<file path="src/rtl/mem_access_unit_if.sv">
// Request/memory bus of the memory access unit: the control-unit request side,
// the memory port, and the instruction/data registers with status strobes.
interface mem_access_unit_if;
    logic        Req;
    logic [1:0]  Kind;
    logic [31:0] PC;
    logic [31:0] ALUOut;
    logic [31:0] WData;
    logic [31:0] MemAddr;
    logic        MemWr;
    logic [31:0] MemDataIn;
    logic [31:0] MemDataOut;
    logic [31:0] Instr;
    logic [31:0] MDR;
    logic        Busy;
    logic        Done;
    logic        Misaligned;

    modport slave (
        input  Req, Kind, PC, ALUOut, WData, MemDataOut,
        output MemAddr, MemWr, MemDataIn, Instr, MDR, Busy, Done, Misaligned
    );

    modport master (
        output Req, Kind, PC, ALUOut, WData, MemDataOut,
        input  MemAddr, MemWr, MemDataIn, Instr, MDR, Busy, Done, Misaligned
    );
endinterface

</file>
<file path="src/rtl/mem_access_unit.sv">
// Multicycle memory access sequencer: instruction fetch, load and store through
// a 2-cycle-latency memory, with word-alignment fault detection.
module mem_access_unit (
    input  logic               Clk,
    input  logic               Reset,
    mem_access_unit_if.slave   bus
);
    typedef enum logic [2:0] {
        IDLE = 3'd0,
        RD1  = 3'd1,
        RD2  = 3'd2,
        CAP  = 3'd3,
        WR   = 3'd4,
        DONE = 3'd5,
        ERR  = 3'd6
    } state_t;

    localparam logic [1:0] KIND_FETCH = 2'b00;
    localparam logic [1:0] KIND_LOAD  = 2'b01;
    localparam logic [1:0] KIND_STORE = 2'b10;
    localparam logic [1:0] KIND_RSVD  = 2'b11;

    state_t      state_reg;
    logic [1:0]  kind_reg;
    logic [31:0] addr_reg;
    logic [31:0] wdata_reg;
    logic [31:0] instr_reg;
    logic [31:0] mdr_reg;
    logic [31:0] sel_addr;

    assign sel_addr = (bus.Kind == KIND_FETCH) ? bus.PC : bus.ALUOut;

    always_ff @(posedge Clk or posedge Reset) begin
        if (Reset) begin
            state_reg <= IDLE;
            kind_reg  <= 2'b00;
            addr_reg  <= 32'd0;
            wdata_reg <= 32'd0;
            instr_reg <= 32'd0;
            mdr_reg   <= 32'd0;
        end else begin
            case (state_reg)
                IDLE: begin
                    // Reserved kind is dropped without latching anything
                    if (bus.Req && bus.Kind != KIND_RSVD) begin
                        kind_reg  <= bus.Kind;
                        addr_reg  <= sel_addr;
                        wdata_reg <= bus.WData;
                        if (sel_addr[1:0] != 2'b00)
                            state_reg <= ERR;
                        else if (bus.Kind == KIND_STORE)
                            state_reg <= WR;
                        else
                            state_reg <= RD1;
                    end
                end
                RD1: state_reg <= RD2;
                RD2: state_reg <= CAP;
                CAP: begin
                    if (kind_reg == KIND_FETCH)
                        instr_reg <= bus.MemDataOut;
                    else if (kind_reg == KIND_LOAD)
                        mdr_reg <= bus.MemDataOut;
                    state_reg <= DONE;
                end
                WR:      state_reg <= DONE;
                DONE:    state_reg <= IDLE;
                ERR:     state_reg <= IDLE;
                default: state_reg <= IDLE;
            endcase
        end
    end

    // Memory-side outputs decode purely from registered state and latched request
    assign bus.MemAddr    = (state_reg == RD1 || state_reg == RD2 ||
                             state_reg == CAP || state_reg == WR) ? addr_reg : 32'd0;
    assign bus.MemWr      = (state_reg == WR);
    assign bus.MemDataIn  = (state_reg == WR) ? wdata_reg : 32'd0;
    assign bus.Instr      = instr_reg;
    assign bus.MDR        = mdr_reg;
    assign bus.Busy       = (state_reg != IDLE);
    assign bus.Done       = (state_reg == DONE);
    assign bus.Misaligned = (state_reg == ERR);
endmodule

</file>
<file path="src/flat_wrapper.sv">
// flat-port wrapper written by rule: the top's interface ports become plain ports
module mem_access_unit_flat 
  (Clk, Reset, bus_Req, bus_Kind, bus_PC, bus_ALUOut, bus_WData, bus_MemDataOut, bus_MemAddr, bus_MemWr, bus_MemDataIn, bus_Instr, bus_MDR, bus_Busy, bus_Done, bus_Misaligned);
  mem_access_unit_if bus_i ();
  input  logic Clk;
  input  logic Reset;
  input wire logic [$bits(bus_i.Req)-1:0] bus_Req;
  input wire logic [$bits(bus_i.Kind)-1:0] bus_Kind;
  input wire logic [$bits(bus_i.PC)-1:0] bus_PC;
  input wire logic [$bits(bus_i.ALUOut)-1:0] bus_ALUOut;
  input wire logic [$bits(bus_i.WData)-1:0] bus_WData;
  input wire logic [$bits(bus_i.MemDataOut)-1:0] bus_MemDataOut;
  output wire logic [$bits(bus_i.MemAddr)-1:0] bus_MemAddr;
  output wire logic [$bits(bus_i.MemWr)-1:0] bus_MemWr;
  output wire logic [$bits(bus_i.MemDataIn)-1:0] bus_MemDataIn;
  output wire logic [$bits(bus_i.Instr)-1:0] bus_Instr;
  output wire logic [$bits(bus_i.MDR)-1:0] bus_MDR;
  output wire logic [$bits(bus_i.Busy)-1:0] bus_Busy;
  output wire logic [$bits(bus_i.Done)-1:0] bus_Done;
  output wire logic [$bits(bus_i.Misaligned)-1:0] bus_Misaligned;
  assign bus_i.Req = bus_Req;
  assign bus_i.Kind = bus_Kind;
  assign bus_i.PC = bus_PC;
  assign bus_i.ALUOut = bus_ALUOut;
  assign bus_i.WData = bus_WData;
  assign bus_i.MemDataOut = bus_MemDataOut;
  assign bus_MemAddr = bus_i.MemAddr;
  assign bus_MemWr = bus_i.MemWr;
  assign bus_MemDataIn = bus_i.MemDataIn;
  assign bus_Instr = bus_i.Instr;
  assign bus_MDR = bus_i.MDR;
  assign bus_Busy = bus_i.Busy;
  assign bus_Done = bus_i.Done;
  assign bus_Misaligned = bus_i.Misaligned;
  mem_access_unit u_core (.Clk(Clk), .Reset(Reset), .bus(bus_i));
endmodule
</file>
<file path="config.mk">
export PLATFORM = sky130hd
export DESIGN_NAME = mem_access_unit_flat
export DESIGN_NICKNAME = d
export VERILOG_FILES = /design/src/rtl/mem_access_unit_if.sv /design/src/rtl/mem_access_unit.sv /design/src/flat_wrapper.sv
export SDC_FILE = /design/constraint.sdc
export NUM_CORES = 1
export LEC_CHECK = 0
export BUFFER_PORTS_ARGS = -buffer_cell sky130_fd_sc_hd__buf_4
export CORE_UTILIZATION = 46
export CTS_CLUSTER_DIAMETER = 100
export CTS_CLUSTER_SIZE = 12
export DETAILED_ROUTE_END_ITERATION = 8
export PLACE_DENSITY_LB_ADDON = 0.08
export SETUP_SLACK_MARGIN = 0.15
export SLEW_MARGIN = 5
export SYNTH_ARGS = -nofsm -noshare
export SYNTH_HDL_FRONTEND = slang
export SYNTH_SLANG_ARGS = --single-unit
</file>
<file path="constraint.sdc">
create_clock -name Clk -period 5.55 [get_ports Clk]
set_input_delay 1.11 -clock Clk [delete_from_list [all_inputs] [get_ports Clk]]
set_output_delay 1.11 -clock Clk [all_outputs]
set_load 0.005 [all_outputs]
</file>
==> metrics.md <==
| Metric | Value |
|---|---|
| Routed WL per cell | `16.6 um` |
| Share of the synthesized area in the top cell type | `a little under three fifths` |
| DIE AREA | `13,400 um^2` |
| GP Congestion | `0.797` |
| Critical path arrival | `~2.3 ns` |
| Number of nets in the layout | `~840` |
| Worst slew pin tran | `1.13 ns` |
| RSZ-0062 raised after global routing | `no` |
| Initial Util | `47.0%` |
| Fin crit share | `62.1%` |
| Die Y | `116 um` |
| Vias in the first global route | `4,453` |
| Post-Layout Inst Area | `8630 um^2` |
| HP Start | `u_core.bus.Instr[24]` |
| Cell variety after synth | `30` |
| First-pass DRT Iterations | `4` |
| DP HPWL | `10,500 um` |
| Layout cell share with drive strength beyond 1 | `56.7%` |
| # DRC | `0` |
| H-tree depth | `4` |
| CTS Buf Count | `17` |
| Root Driver | `clkbuf_16` |
| Maximum vdd drop | `0.000306 V` |
| Fin. Hold Viols | `0` |
| Drt initial violations | `192` |
| Synth warn | `0` |
| Worst Hold Depth | `1` |
| Pre-CTS setup slack | `2.09 ns` |
| FF-to-FF End | `u_core.wdata_reg[19]` |
| Max Cap Violations | `0` |
| Dominant cell type by area after synthesis | `dfrtp_1` |
| Startpoint Class | `flip-flop` |
| Area delta synth->final | `45.5%` |
| Dpl cell area | `between 8000 and 9000 um^2` |
| Setup TNS | `0 ns` |
| Hold Crit Class | `reg -> reg` |
| Antenna violations before repair | `0` |
| Crit path max fanout | `32` |
| Synth Register Bits | `133` |
| CORE AREA | `12,600 um^2` |
| Met2 usage | `37.2%` |
| Cell Rows | `41` |
| Max-slew violations | `0` |
| Slew margin rel. | `about a quarter` |
| Ranking of synthesized cells by area | `dfrtp_1, mux2_2, mux2_4` |
| CTS tree | `yes` |
| Worst path required time | `~4.4 ns` |
| Final setup vio count | `0` |
| Mapped Area | `just under 6000 um^2` |
| Routed Antenna Nets | `0` |
| Status | `finished clean` |
| Post-CTS Resized | `0` |
| GRT met3 Usage | `about 6.5%` |
| Antenna Cells | `0` |
| Total Wirelength | `14,900 um` |
| WS Path Type | `reg -> out` |
| Most Crowded Layer GR | `met2` |
| Worst R2R Setup Slack | `2.74 ns` |
| Leakage | `approximately 4.2 nW` |
| Grt total ovfl | `0` |
| Total number of vias | `4,487` |
| Register area share after synthesis | `56.1%` |
| Min Tclk post-route | `roughly 3.4 ns` |
| Sink Count | `133` |
| Post-Syn Instances | `451` |
| IO Pins | `between 200 and 300` |
| Setup Skew | `approximately 0.009 ns` |
| Largest net degree at the start of global routing | `79` |
| GRT Total Usage | `22.4%` |
| IO Port Bufs | `about 260` |
| Pwr dens | `569 nW/um^2` |
| Clk slew on worst S/H paths | `0.05 ns` |
| Avg Vias per Cell | `5.01` |
| Final Worst Setup Slack | `2.10 ns` |
| Syn avg cell area | `13.2 um^2` |
| Post-CTS Setup Inserts | `0` |
| R2R cell count | `5` |
| Crit. End Element | `output pin` |
| CTS Hold Bufs | `0` |
| RR Startpoint | `u_core.state_reg[2]` |
| F_max | `290 MHz` |
| Min-Delay Endpoint | `u_core.bus.Instr[24]` |
| Syn_nets | `584` |
| Die width | `116 um` |
| Worst skew pair latency | `around 0.4 ns` |
| Met1 GRT Util | `27.2%` |
| First-pass GRT wire length | `22,400 um` |
| Total Power | `4.91 mW` |
| CTS Buffer Depth | `2` |
==> cells in the mapped netlist <==
library cell / instances
a21boi_1: 1
a21oi_1: 66
a31o_2: 1
and2_1: 65
buf_2: 12
buf_4: 3
buf_6: 3
clkbuf_1: 12
clkbuf_2: 1
dfrtp_1: 133
inv_1: 3
mux2_1: 2
mux2_2: 66
mux2_4: 30
mux2i_1: 32
nand2_1: 2
nand2_2: 1
nand2b_1: 1
nand3_1: 1
nor2_1: 4
nor3_1: 1
nor3_2: 1
nor3b_1: 3
nor4_1: 1
nor4_2: 1
o21ai_0: 1
o21bai_1: 1
o32ai_1: 1
or4b_1: 1
xnor2_1: 1
==> worst max-delay path, stage by stage (launching register included) <==
cell and delay [ns]:
dfrtp_1 0.52, nor2_1 0.15, xnor2_2 0.88, and2_1 0.25, buf_4 0.11
==> power by group <==
group	switching [mW]	internal [mW]
Sequential	0.289	1.47
Combinational	0.792	1.28
Clock	0.412	0.668
==> through the flow <==
stage | cells | hold WS [ns] | util [%]
final | 895 | 0.496 | 68.4
after global routing | 895 | 0.519 | 68.4
after CTS | 895 | 0.500 | 68.4
after detailed placement | 863 | 0.481 | 63.9
after global placement | 863 | 0.476 | 63.9
after floorplan | 451 | 0.472 | -
==> cell usage in the layout, fill, tap and decap left out, drive strengths merged, types with 4 or more instances in the layout <==
cell type,instances
buf,271
dfrtp,133
mux2,98
a21oi,66
and2,65
mux2i,32
clkbuf,18
clkinv,10
nor2,4
==> layer usage <==
layer / vias to the layer above / routed length [um]
met3: 25 / 1050
met5: - / 0
met4: 0 / 338
met2: 179 / 7440
met1: 2193 / 6060
li1: 2090 / -
==> logic make-up (layout without fill, tap and decap cells) <==
kind of cell | Yosys count | in the layout | share of synthesized area, %
AO/OA/AOI/OAI | 71 | 71 | 6.20
AND/OR/NAND/NOR | 82 | 82 | 8.65
buffers and inverters | 34 | 306 | 2.99
XOR/XNOR | 1 | 1 | 0.148
flip-flops | 133 | 133 | 56.1
multiplexers | 130 | 130 | 25.9
==> final cells by class <==
type	instances	area, um^2
clock buffers	18	439
clock inverters	14	136
fillers	999	3990
inverters	3	13.8
multi-input cells	284	2470
flip-flops and latches	133	3330
well taps	172	215
repair buffers	271	2030
==> how the worst max path moves through the flow <==
stage                                 to           startpoint
finish                   bus_MemAddr[19]  u_core.state_reg[1]
global placement     u_core.wdata_reg[8]          bus_Kind[0]
detailed placement  u_core.wdata_reg[19]          bus_Kind[0]
global route             bus_MemAddr[31]  u_core.state_reg[1]
floorplan             u_core.addr_reg[0]                Reset
CTS                      bus_MemAddr[19]  u_core.state_reg[1]
No activity file was read; power rests on OpenSTA's default activity.
